**config.mk**
```make
export PLATFORM = sky130hd
export DESIGN_NAME = tone_square_gen
export DESIGN_NICKNAME = d
export VERILOG_FILES = /design/src/rtl/tone_pkg.sv /design/src/rtl/half_period_div.sv /design/src/rtl/tone_square_gen.sv
export SDC_FILE = /design/constraint.sdc
export NUM_CORES = 1
export LEC_CHECK = 0
export ABC_AREA = 1
export CAP_MARGIN = 20
export CORE_MARGIN = 10
export CORE_UTILIZATION = 45
export CTS_CLUSTER_SIZE = 8
export DETAILED_ROUTE_END_ITERATION = 16
export GPL_TIMING_DRIVEN = 0
export PLACE_DENSITY_LB_ADDON = 0.05
export SLEW_MARGIN = 20
export SYNTH_ARGS = -nofsm -noshare
export SYNTH_HDL_FRONTEND = slang
export SYNTH_SLANG_ARGS = --single-unit
```
**constraint.sdc**
```tcl
create_clock -name clk -period 3.88 [get_ports clk]
set_input_delay 0.776 -clock clk [delete_from_list [all_inputs] [get_ports clk]]
set_output_delay 0.776 -clock clk [all_outputs]
set_load 0.005 [all_outputs]
```
**src/rtl/tone_pkg.sv**
```systemverilog
// Shared types and constants for the square-wave tone generator.
package tone_pkg;
  localparam int CNT_W_DEF  = 32;
  localparam int DATA_W_DEF = 24;

  localparam logic [23:0] SAT_POS = 24'h7FFFFF;
  localparam logic [23:0] SAT_NEG = 24'h800000;

  typedef enum logic [1:0] {IDLE, PEND, WRITE} tone_state_t;
endpackage

```
**src/rtl/half_period_div.sv**
```systemverilog
// Square-wave phase generator: toggles phase every hp_q clocks, restarts cleanly on tone change.
module half_period_div
  import tone_pkg::*;
#(
  parameter int CNT_W = CNT_W_DEF
) (
  input  logic             clk,
  input  logic             rst_n,
  input  logic [CNT_W-1:0] half_period,
  output logic             phase
);

  logic [CNT_W-1:0] cnt;
  logic [CNT_W-1:0] hp_q;

  // The >= compare also recovers when the period shrinks below cnt.
  always_ff @(posedge clk or negedge rst_n) begin
    if (!rst_n) begin
      cnt   <= '0;
      hp_q  <= '0;
      phase <= 1'b0;
    end else if (half_period != hp_q) begin
      hp_q  <= half_period;
      cnt   <= '0;
      phase <= 1'b1;
    end else if (hp_q == '0) begin
      cnt   <= '0;
      phase <= 1'b0;
    end else if (cnt >= hp_q - 1'b1) begin
      cnt   <= '0;
      phase <= ~phase;
    end else begin
      cnt   <= cnt + 1'b1;
    end
  end

endmodule

```
**src/rtl/tone_square_gen.sv**
```systemverilog
// Square-wave audio source: paces samples at SAMPLE_DIV and hands them to the codec FIFO.
module tone_square_gen
  import tone_pkg::*;
#(
  parameter int CNT_W      = CNT_W_DEF,
  parameter int DATA_W     = DATA_W_DEF,
  parameter int SAMPLE_DIV = 1042
) (
  input  logic              clk,
  input  logic              rst_n,
  input  logic [CNT_W-1:0]  half_period,
  input  logic [DATA_W-1:0] level_l,
  input  logic [DATA_W-1:0] level_r,
  input  logic              audio_out_allowed,
  output logic              write_audio_out,
  output logic [DATA_W-1:0] left_out,
  output logic [DATA_W-1:0] right_out,
  output logic              phase,
  output logic [7:0]        drop_cnt
);

  localparam int NUM_CH = 2;
  localparam int SC_W   = $clog2(SAMPLE_DIV);
  localparam logic [DATA_W-1:0] S_POS = {1'b0, {(DATA_W-1){1'b1}}};
  localparam logic [DATA_W-1:0] S_NEG = {1'b1, {(DATA_W-1){1'b0}}};

  tone_state_t state, state_d;
  logic        tick_pend, pend_d;
  logic        tick, latch, drop;
  logic        hp_zero;
  logic [SC_W-1:0] scnt;

  logic [NUM_CH-1:0][DATA_W-1:0] level_v, samp_v, samp_q;

  half_period_div #(.CNT_W(CNT_W)) u_div (
    .clk         (clk),
    .rst_n       (rst_n),
    .half_period (half_period),
    .phase       (phase)
  );

  // hp_q inside the divider always equals last cycle's half_period, so a
  // one-bit shadow of its zero test is enough for the silence decision.
  always_ff @(posedge clk or negedge rst_n) begin
    if (!rst_n) hp_zero <= 1'b1;
    else        hp_zero <= (half_period == '0);
  end

  assign tick = (scnt == SC_W'(SAMPLE_DIV - 1));

  always_ff @(posedge clk or negedge rst_n) begin
    if (!rst_n)    scnt <= '0;
    else if (tick) scnt <= '0;
    else           scnt <= scnt + 1'b1;
  end

  assign level_v = {level_r, level_l};

  // Low phase negates; the most negative level would overflow, so clamp it.
  for (genvar c = 0; c < NUM_CH; c++) begin : g_ch
    assign samp_v[c] = hp_zero ? '0 :
                       phase   ? level_v[c] :
                       (level_v[c] == S_NEG) ? S_POS : -level_v[c];
  end

  always_comb begin
    state_d = state;
    pend_d  = tick_pend;
    latch   = 1'b0;
    drop    = 1'b0;
    unique case (state)
      IDLE: begin
        if (tick) begin
          latch   = 1'b1;
          state_d = PEND;
        end
      end
      PEND: begin
        if (tick) begin
          latch = 1'b1;
          drop  = 1'b1;
        end else if (audio_out_allowed) begin
          state_d = WRITE;
        end
      end
      WRITE: begin
        // A tick seen here is consumed on the way out, so the data under the strobe stays put.
        if (tick_pend || tick) begin
          latch   = 1'b1;
          pend_d  = 1'b0;
          state_d = PEND;
        end else begin
          state_d = IDLE;
        end
      end
      default: state_d = IDLE;
    endcase
  end

  always_ff @(posedge clk or negedge rst_n) begin
    if (!rst_n) begin
      state     <= IDLE;
      tick_pend <= 1'b0;
      samp_q    <= '0;
      drop_cnt  <= '0;
    end else begin
      state     <= state_d;
      tick_pend <= pend_d;
      if (latch) samp_q <= samp_v;
      if (drop && drop_cnt != 8'hFF) drop_cnt <= drop_cnt + 1'b1;
    end
  end

  assign write_audio_out = (state == WRITE);
  assign left_out        = samp_q[0];
  assign right_out       = samp_q[1];

endmodule

```
# --- Yosys cells after proc, flatten, opt, wreduce, memory -nomap -nowiden ---
# Index checks and enable logic that the tools add are counted.
totals:
  register_bits: 135
  inputBits: 83
  output_inout_bits: 58
op_classes:
  add_sub_neg: 6
  order_cmp: 1
  n_eq_ne: 10
  muxes: 21
  bitwise: 1
  reduce_logical: 7
op_table:
  columns: ["op", "count"]
  rows:
  - ["$mux 24", 6]
  - ["$mux 32", 3]
  - ["$logic_not 32->1", 2]
  - ["$eq 24x24->1 const B", 2]
  - ["$neg 24->24", 2]
  - ["$add 32x1->32 const B", 1]
  - ["$ge 32x32->1", 1]
  - ["$ne 32x32->1", 1]
  - ["$sub 32x1->32 const B", 1]
  - ["$add 11x1->11 const B", 1]
  - ["$eq 11x11->1 const B", 1]
  - ["$mux 11", 1]
  - ["$add 8x1->8 const B", 1]
  - ["$ne 8x8->1 const B", 1]
  - ["$mux 1", 7]
  - ["$mux 2", 3]
  - ["$ne 2x2->1 const B", 3]
  - ["$pmux 2 s3", 1]
  - ["$reduce_and 3->1", 1]
  - ["$reduce_bool 3->1", 1]
  - ["$reduce_or 3->1", 1]
  - ["$eq 2x1->1 const B", 1]
  - ["$eq 2x2->1 const B", 1]
  - ["$logic_not 2->1", 1]
  - ["2 further kinds", 2]

# --- Logic depth before layout (Yosys ltp) ---
# Gate-level depths: netlist of the first run.
depth:
  word_depth: 5
  ltp_mapped: 22
  ltp_nobuf: 21

# --- By module ---
# A second synthesis of the first run with hierarchy kept.
unflattened:
  cells_unflattened: 1428
  area_unflattened_um2: 9673.0
modules_own_cells:
  columns: ["mod", "instances", "cells_per_inst", "area_each_um2", "seq_area_each_um2"]
  rows:
  - ["half_period_div", 1, 731, 5047.3, 1626.6]
  - ["tone_square_gen", 1, 697, 4625.7, 1752.9]

# --- Least setup slack after synthesis of the first run ---
# No wires, ideal clock.
synth_path:
  path_type: "flip-flop to flip-flop"
  from: "register u_div.hp_q[0]"
  to: "register u_div.cnt[21]"
  setup_ns: 0.071
  arrival_ns: 2.787
  t_required_ns: 3.809
  path_slack_ns: 1.022
  path_stages_with_launch: 20
  n_path_buf: 1
  synth_period_minus_slack_ns: 2.858
  cell_sequence: "dfrtp_1 > inv_1 > ha_1 > nand2_2 > nor2_2 > nand4_2 > or2_1 > nor3_1 > xor2_1 > ha_1 > nand2_1 > inv_1 > nand3_1 > inv_1 > a21oi_1 > o21ai_1 > nor2_2 > nand2_1 > buf_4 > nor2_1"
synth_between:
  elab_chain_cells: 5
  elab_cells_between_ends: 7
synth_rtl:
  columns: ["element", "line_no", "text"]
  rows:
  - ["start: declaration", "half_period_div.sv:14", "logic [CNT_W-1:0] hp_q;"]
  - ["start signal: assignment", "half_period_div.sv:23", "hp_q <= half_period;"]
  - ["$sub 32x1->32", "half_period_div.sv:29", "end else if (cnt >= hp_q - 1'b1) begin"]
  - ["$ge 32x32->1", "half_period_div.sv:29", null]
  - ["$mux 32", "half_period_div.sv:29", null]
  - ["$mux 32", "half_period_div.sv:26", "end else if (hp_q == '0) begin"]
  - ["$mux 32 *", "half_period_div.sv:22", "end else if (half_period != hp_q) begin"]
  - ["end signal: assignment", "half_period_div.sv:33", "cnt <= cnt + 1'b1;"]
  - ["end: declaration", "half_period_div.sv:13", "logic [CNT_W-1:0] cnt;"]
# Mark *: on every way between the ends. The rest lies on a longest branch, timed or not.
# A chain may end at the register's enable or synchronous reset.

# --- Worst setup path after layout of the first run ---
layout_path:
  from: "register u_div.hp_q[0]"
  to: "register u_div.cnt[23]"
# Same word-level chain as after synthesis.

==> impl_metrics.sql, run 1 <==
INSERT INTO impl_metrics (metric_group, metric, value, unit) VALUES
('floorplan', 'fp.coreArea', '19460', 'µm²'),
('drt', 'detail_route.vias_per_cell', '4.942', ''),
('cts', 'clkTransAtPathRegs', '0.06', 'ns'),
('global_route', 'grt_antenna_before_repair', '0', ''),
('yosys', 'synth_edf_count', '0', ''),
('critical_path', 'reg2reg_to', 'u_div.cnt[23]', ''),
('timing', 'report.final.slew_viol_count', '0', ''),
('critical_path', 'critPathKind', 'reg -> reg', ''),
('yosys', 'synth_top_cells_by_area', 'dfrtp_1 (38%), nand2_1 (13%), nor2_1 (6.9%)', ''),
('global_route', 'gr-usage-all-layers', '18.74', '%'),
('yosys', 'post_synthesis_sequential_element_count', '135', ''),
('drt', 'drc', '0', ''),
('cts', 'cts-root-to-sink-buffers', '2', ''),
('finish', 'layout.nets', '1496', ''),
('yosys', 'synth_commonest_cells', 'nand2_1 (309), nor2_1 (163), dfrtp_1 (134)', ''),
('yosys', 'synth_compound_gate_area_share', '5.619', '%'),
('timing', 'max_freq', '290.0', 'MHz'),
('yosys', 'synth_top_flop_cell', 'dfrtp_1', ''),
('drt', 'detailedRoute.firstPassIterationCount', '5', ''),
('cts', 'cts_resizes', '0', ''),
('cts', 'tritoncts', 'done', ''),
('yosys', 'synth_area_leader_cell', 'dfrtp_1', ''),
('power', 'internal_power_of_the_cells', '2.588', 'mW'),
('cts', 'ctsHtreeMaxLevel', '4', ''),
('critical_path', 'reg2regPathDepth', '19', ''),
('yosys', 'synth_top_area_share', '37.65', '%'),
('power', 'power_share_of_the_sequential_group', '42.4', '%'),
('yosys', 'yosys_warnings', '0', ''),
('critical_path', 'critical_path.reg2reg.startpoint', 'u_div.hp_q[0]', ''),
('cts', 'count_of_buffers_added_by_post_cts_timing_repair_for_setup', '0', ''),
('drt', 'detail_route.wl_per_cell', '14.43', 'µm'),
('timing', 'timing.final.crit_period', '3.448', 'ns'),
('cts', 'clk_root_buffer_cell', 'clkbuf_16', ''),
('critical_path', 'cp_slowest_stage_delay', '0.37', 'ns'),
('floorplan', 'placement_rows', '51', ''),
('timing', 'timing.final.crit_share', '88.86', '%'),
('yosys', 'synthesized_area_fraction_occupied_by_xor_and_xnor_cells', '9.145', '%'),
('critical_path', 'worst_path_max_fanout', '10', ''),
('drt', 'route.final.wire_length', '23820', 'µm'),
('critical_path', 'cp_cell_sequence', 'inv_1, ha_1, nand2_2, nor2_2, nand4_2, or2_1, nor3_1, xor2_1, ha_1, nand2_1, inv_1, nand3_1, inv_1, a21oi_1, o21ai_1, nor2_2, nand2_1, buf_4, nor2_1', ''),
('power', 'swShare', '24.14', '%'),
('timing', 'timing.slew.headroom', '40.33', '%'),
('power', 'ir_worst_vdd', '0.3182', 'mV'),
('critical_path', 'rrSetupSlack', '0.43', 'ns'),
('floorplan', 'design.portCount', '141', ''),
('yosys', 'post_synth_and_or_nand_nor_area_fraction', '33.36', '%'),
('timing', 'clock-skew-final', '0.01057', 'ns'),
('timing', 'final.hold.worst_slack', '0.2200', 'ns'),
('status', 'run_status', 'completed', ''),
('global_route', 'first_global_vias', '8101', ''),
('global_route', 'grt_pass1_wl', '39710', 'µm'),
('finish', 'area_delta_synth_final', '26.58', '%'),
('yosys', 'syn-mean-instance-area', '7.343', 'µm²'),
('yosys', 'synthesis.area', '8907', 'µm²'),
('finish', 'num_antenna_cells', '0', ''),
('power', 'p_sw', '0.8237', 'mW'),
('min_path', 'worst_min_delay_path_class', 'in -> async', ''),
('yosys', 'mux_contribution_to_synthesized_area', '0.1264', '%'),
('finish', 'post_layout_nonfiller_instances', '1651', ''),
('power', 'leakage', '5.190', 'nW'),
('yosys', 'synthesized_area_fraction_occupied_by_adder_cells', '5.619', '%'),
('critical_path', 'critical_path.startpoint_type', 'flop', ''),
('yosys', 'synthesis.nets', '1336', ''),
('yosys', 'synth.lib_cells_used.distinct', '45', ''),
('critical_path', 'critPathMostFrequentCell', 'inv_1', ''),
('yosys', 'synth-seq-area-share', '37.94', '%'),
('floorplan', 'die_w', '160.7', 'µm'),
('cts', 'hold_buf_cts', '0', ''),
('drt', 'routed-via-count', '8159', ''),
('finish', 'finalCoreUtilization', '57.93', '%'),
('cts', 'insertion_delay', '0.43', 'ns');
## power by group through the flow
stage,registers (mW),logic [mW],clock network (mW)
2_1_floorplan,1.47,0.146,0
3_3_place_gp,1.47,0.308,0
3_5_place_dp,1.47,0.316,0
4_1_cts,1.45,0.319,1.70
5_1_grt,1.45,0.358,1.75
6_report,1.45,0.314,1.65
## cells by family after synthesis
group	after synthesis
DFF	135
buffers and inverters	184
xor gates and xnor gates	93
and+or+nand+nor	672
muxes	1
adders and majority gates	40
AOI/OAI and AO/OA	88
## critical path: cells and delay by family (launching register included)
family / cells / cell delay, ns
and+or+nand+nor: 10 / 1.61
adders and majority gates: 2 / 0.48
buffers and inverters: 4 / 0.47
DFF: 1 / 0.37
AOI/OAI and AO/OA: 2 / 0.24
xor gates and xnor gates: 1 / 0.20
## stage by stage
stage | power [mW] | setup slack [ns] | TNS, ns | cell area, µm²
finish | 3.412 | 0.4322 | 0 | 11270
global route | 3.560 | 0.01056 | 0 | 11270
CTS | 3.464 | 0.3804 | 0 | 11270
detailed placement | 1.787 | 0.4234 | 0 | 10670
global placement | 1.779 | -3.567 | -477.23 | 10640
floorplan | 1.612 | 1.022 | 0 | 8907
## worst max-delay path by stage
stage | from | end | slack, ns | cells past startpoint
after global placement | rst_n | u_div.hp_q[27] | -3.57 | 1
after floorplan | u_div.hp_q[0] | u_div.cnt[21] | 1.02 | 19
final | u_div.hp_q[0] | u_div.cnt[23] | 0.43 | 19
after detailed placement | u_div.hp_q[0] | u_div.cnt[17] | 0.42 | 19
after global routing | u_div.hp_q[0] | u_div.cnt[23] | 0.01 | 18
after CTS | u_div.hp_q[0] | u_div.cnt[23] | 0.38 | 19
## sequential cells by signal, indices dropped and copies added (netlist names)
name and count:
u_div.cnt 32, u_div.hp_q 32, left_out 24, right_out 24, scnt 11, drop_cnt 8, state 2, hp_zero 1
u_div.phase 1
## placed cells by master (no fill, tap or decap), types with 7 or more instances in the layout
cell type and count:
a21oi_1 22, a22o_1 9, buf_2 7, clkbuf_1 38, clkbuf_16 17, clkdlybuf4s50_1 139
dfrtp_1 134, ha_1 40, inv_1 126, nand2_1 309, nand3_1 92, nand4_1 35
nor2_1 163, nor3_1 17, nor4_1 16, o21ai_0 38, o21ai_1 7, or2_2 11
xnor2_1 32, xor2_1 61
## final cells by class
class / instances / area, µm²
inverters: 131 / 491.7
multi-input cells: 894 / 4798
plain buffers: 53 / 237.7
flip-flops and latches: 135 / 3379
clock inverters: 11 / 121.4
fillers: 1879 / 8188
clock buffers: 21 / 480.5
well taps: 265 / 331.6
repair buffers: 141 / 1434
## metal layers
metal  wire, µm  track usage, %  share of wire (%)
met1      11200           24.20                 47
met2      11140           30.96                 47
met3        927           3.119                3.9
met4        557           6.782                2.3
met5          0               0                  0
No activity file was read; power rests on OpenSTA's default activity.
==> run 2: changes to the inputs <==
--- a/config.mk
+++ b/config.mk
@@ -13,6 +13,7 @@
 export DETAILED_ROUTE_END_ITERATION = 16
 export GPL_TIMING_DRIVEN = 0
 export PLACE_DENSITY_LB_ADDON = 0.05
+export RECOVER_POWER = 50
 export SLEW_MARGIN = 20
 export SYNTH_ARGS = -nofsm -noshare
 export SYNTH_HDL_FRONTEND = slang
==> impl_metrics.sql, run 2 (same netlist as run 1, synthesis figures left out) <==
INSERT INTO impl_metrics (metric_group, metric, value, unit) VALUES
('floorplan', 'die_w', '160.7', 'µm'),
('timing', 'setup_viol', '0', ''),
('floorplan', 'die_height', '160.7', 'µm'),
('floorplan', 'fp.coreArea', '19460', 'µm²'),
('critical_path', 'critical_path.startpoint_type', 'flop', ''),
('drt', 'drc', '0', ''),
('drt', 'route.final.wire_length', '23790', 'µm'),
('critical_path', 'critPathKind', 'reg -> reg', ''),
('power', 'leakage', '5.192', 'nW'),
('drt', 'routed-via-count', '8139', ''),
('timing', 'max_freq', '290.3', 'MHz'),
('min_path', 'worst_min_delay_path_class', 'reg -> reg', ''),
('global_route', 'grt_pass1_wl', '39710', 'µm'),
('power', 'clockPowerShare', '48.5', '%'),
('timing', 'clock-skew-final', '0.01057', 'ns'),
('finish', 'area_delta_synth_final', '26.45', '%'),
('floorplan', 'design.portCount', '141', ''),
('timing', 'timing.final.crit_period', '3.445', 'ns'),
('global_route', 'gr-usage-all-layers', '18.74', '%'),
('status', 'violations', 'max-capacitance violations, max-slew violations', ''),
('drt', 'detail_route.wl_per_cell', '14.41', 'µm'),
('power', 'internal_power_of_the_cells', '2.581', 'mW'),
('critical_path', 'worst_path_max_fanout', '10', ''),
('placement', 'io_buffers', '140', ''),
('power', 'ir_worst_vdd', '0.3184', 'mV'),
('timing', 'timing.final.crit_share', '88.78', '%'),
('finish', 'post_layout_nonfiller_instances', '1651', ''),
('cts', 'count_of_buffers_added_by_post_cts_timing_repair_for_setup', '0', ''),
('cts', 'tritoncts', 'done', ''),
('cts', 'hold_buf_cts', '0', ''),
('drt', 'postRouteAntennaNets', '0', ''),
('finish', 'largest_registers', 'u_div.cnt x32, u_div.hp_q x32', ''),
('cts', 'insertion_delay', '0.43', 'ns'),
('power', 'power.share.combinational', '9.0', '%'),
('floorplan', 'placement_rows', '51', ''),
('cts', 'clk_root_buffer_cell', 'clkbuf_16', ''),
('timing', 'report.final.slew_viol_count', '40', ''),
('power', 'p_sw', '0.8228', 'mW'),
('global_route', 'grt_antenna_before_repair', '0', ''),
('critical_path', 'critical_path_required_time', '4.23', 'ns'),
('cts', 'cts_resizes', '0', ''),
('cts', 'cts-root-to-sink-buffers', '2', ''),
('critical_path', 'cell_type_of_the_slowest_stage_on_the_worst_timing_path', 'dfrtp_1', ''),
('placement', 'place_hpwl', '18580', 'µm'),
('critical_path', 'critPathMostFrequentCell', 'inv_1', ''),
('flow_run', 'max_cap_viol_count', '1', ''),
('critical_path', 'worst_setup_path_end_kind', 'flop', ''),
('power', 'power_share_of_the_sequential_group', '42.5', '%'),
('placement', 'placedCellCount', '1619', ''),
('cts', 'clkTransAtPathRegs', '0.06', 'ns'),
('drt', 'drt-initial-drc-count', '309', ''),
('placement', 'gp_routability_congestion', '0.8843', ''),
('cts', 'numCtsBuffers', '17', ''),
('finish', 'num_antenna_cells', '0', ''),
('status', 'run_status', 'finished with violations', ''),
('global_route', 'globalRouteOverflowTotal', '0', ''),
('power', 'cellPowerDensity', '302.2', 'nW/µm²'),
('finish', 'layout.nets', '1496', ''),
('timing', 'final-hold-violation-count', '0', ''),
('timing', 'rsz_0062_raised_after_global_routing', 'no', ''),
('timing', 'timing.slew.headroom', '-51.56', '%'),
('critical_path', 'cp_slowest_stage_delay', '0.37', 'ns'),
('power', 'swShare', '24.17', '%'),
('finish', 'final_cell_area', '11260', 'µm²'),
('floorplan', 'design.die.area', '25820', 'µm²'),
('cts', 'ctsHtreeMaxLevel', '4', ''),
('floorplan', 'start_util', '45.77', '%'),
('critical_path', 'cp_cell_sequence', 'inv_1, ha_1, nand2_2, nor2_2, nand4_2, or2_1, nor3_1, xor2_1, ha_1, nand2_1, inv_1, nand3_1, inv_1, a21oi_1, o21ai_1, nor2_2, nand2_1, buf_4, nor2_1', ''),
('critical_path', 'timing.critical_path.arrival', '3.79', 'ns'),
('drt', 'detail_route.vias_per_cell', '4.930', ''),
('finish', 'mostFrequentLayoutCell', 'nand2_1', ''),
('placement', 'placed_cell_area', '10670', 'µm²'),
('drt', 'detailedRoute.firstPassIterationCount', '4', ''),
('global_route', 'grt_start_max_net_pins', '97', ''),
('global_route', 'first_global_vias', '8101', ''),
('finish', 'drive_gt1_share', '6.133', '%'),
('timing', 'max_slew.worst_pin.slew', '2.273', 'ns'),
('finish', 'mostFrequentLayoutCells', 'nand2_1 (309), nor2_1 (163), dfrtp_1 (134), inv_1 (126), clkdlybuf4s50_1 (107)', ''),
('cts', 'cts_num_sinks', '135', '');
-- run 2: changes by cell type in the layout (fill, tap and decap cells not counted), sizes merged --
cell,delta
clkdlybuf4s50,-32
dlygate4sd3,+32
buf,-1
clkbuf,+1
-- run 2: per-layer routing --
layer	routed length [µm]	vias to the layer above	track usage, %
met5	0	-	0
li1	-	4196	-
met4	554	0	6.782
met2	11150	195	30.96
met3	852	32	3.119
met1	11230	3716	24.20
-- run 2: area by class of cell --
cell class / count / area (µm²)
multi-input cells: 894 / 4798
well taps: 265 / 331.6
clock buffers: 21 / 480.5
inverters: 131 / 491.7
flip-flops and latches: 135 / 3379
fillers: 1881 / 8199
clock inverters: 11 / 121.4
repair buffers: 141 / 1423
plain buffers: 53 / 237.7
-- run 2: path summary, 6_finish.rpt --
path / cells past startpoint / slack, ns / to / from
max: 19 / 0.44 / u_div.cnt[23] / u_div.hp_q[0]
min: 1 / 0.46 / u_div.cnt[0] / u_div.cnt[0]
max reg2reg: 19 / 0.44 / u_div.cnt[23] / u_div.hp_q[0]
min reg2reg: 1 / 0.46 / u_div.cnt[0] / u_div.cnt[0]
max in group asynchronous: 2 / 1.53 / hp_zero / rst_n
min in group asynchronous: 1 / 1.02 / left_out[12] / rst_n
-- run 2: per-stage QoR --
stage	TNS [ns]	power (mW)	worst slack, ns	hold slack [ns]	utilization (%)
CTS	0	3.464	0.3804	0.2124	57.93
global route	0	3.553	0.01056	0.4875	57.87
global placement	-477.23	1.779	-3.567	0.4590	54.67
detailed placement	0	1.787	0.4234	0.4575	54.84
floorplan	0	1.612	1.022	0.4305	-
finish	0	3.404	0.4352	0.4559	57.87
-- run 2: worst max-delay path, delay by kind of cell (launching register included) --
| family | cells | cell delay (ns) |
|---|---|---|
| AND/OR/NAND/NOR | 10 | 1.61 |
| adder cells (fa/ha/maj) | 2 | 0.48 |
| buffers and inverters | 4 | 0.47 |
| flip-flops | 1 | 0.37 |
| AO/OA/AOI/OAI | 2 | 0.24 |
| XOR/XNOR | 1 | 0.20 |
-- run 2: power groups by stage --
stage | clock, mW | combinational [mW] | sequential (mW)
2_1_floorplan | 0 | 0.146 | 1.47
3_3_place_gp | 0 | 0.308 | 1.47
3_5_place_dp | 0 | 0.316 | 1.47
4_1_cts | 1.70 | 0.319 | 1.45
5_1_grt | 1.75 | 0.350 | 1.45
6_report | 1.65 | 0.306 | 1.45
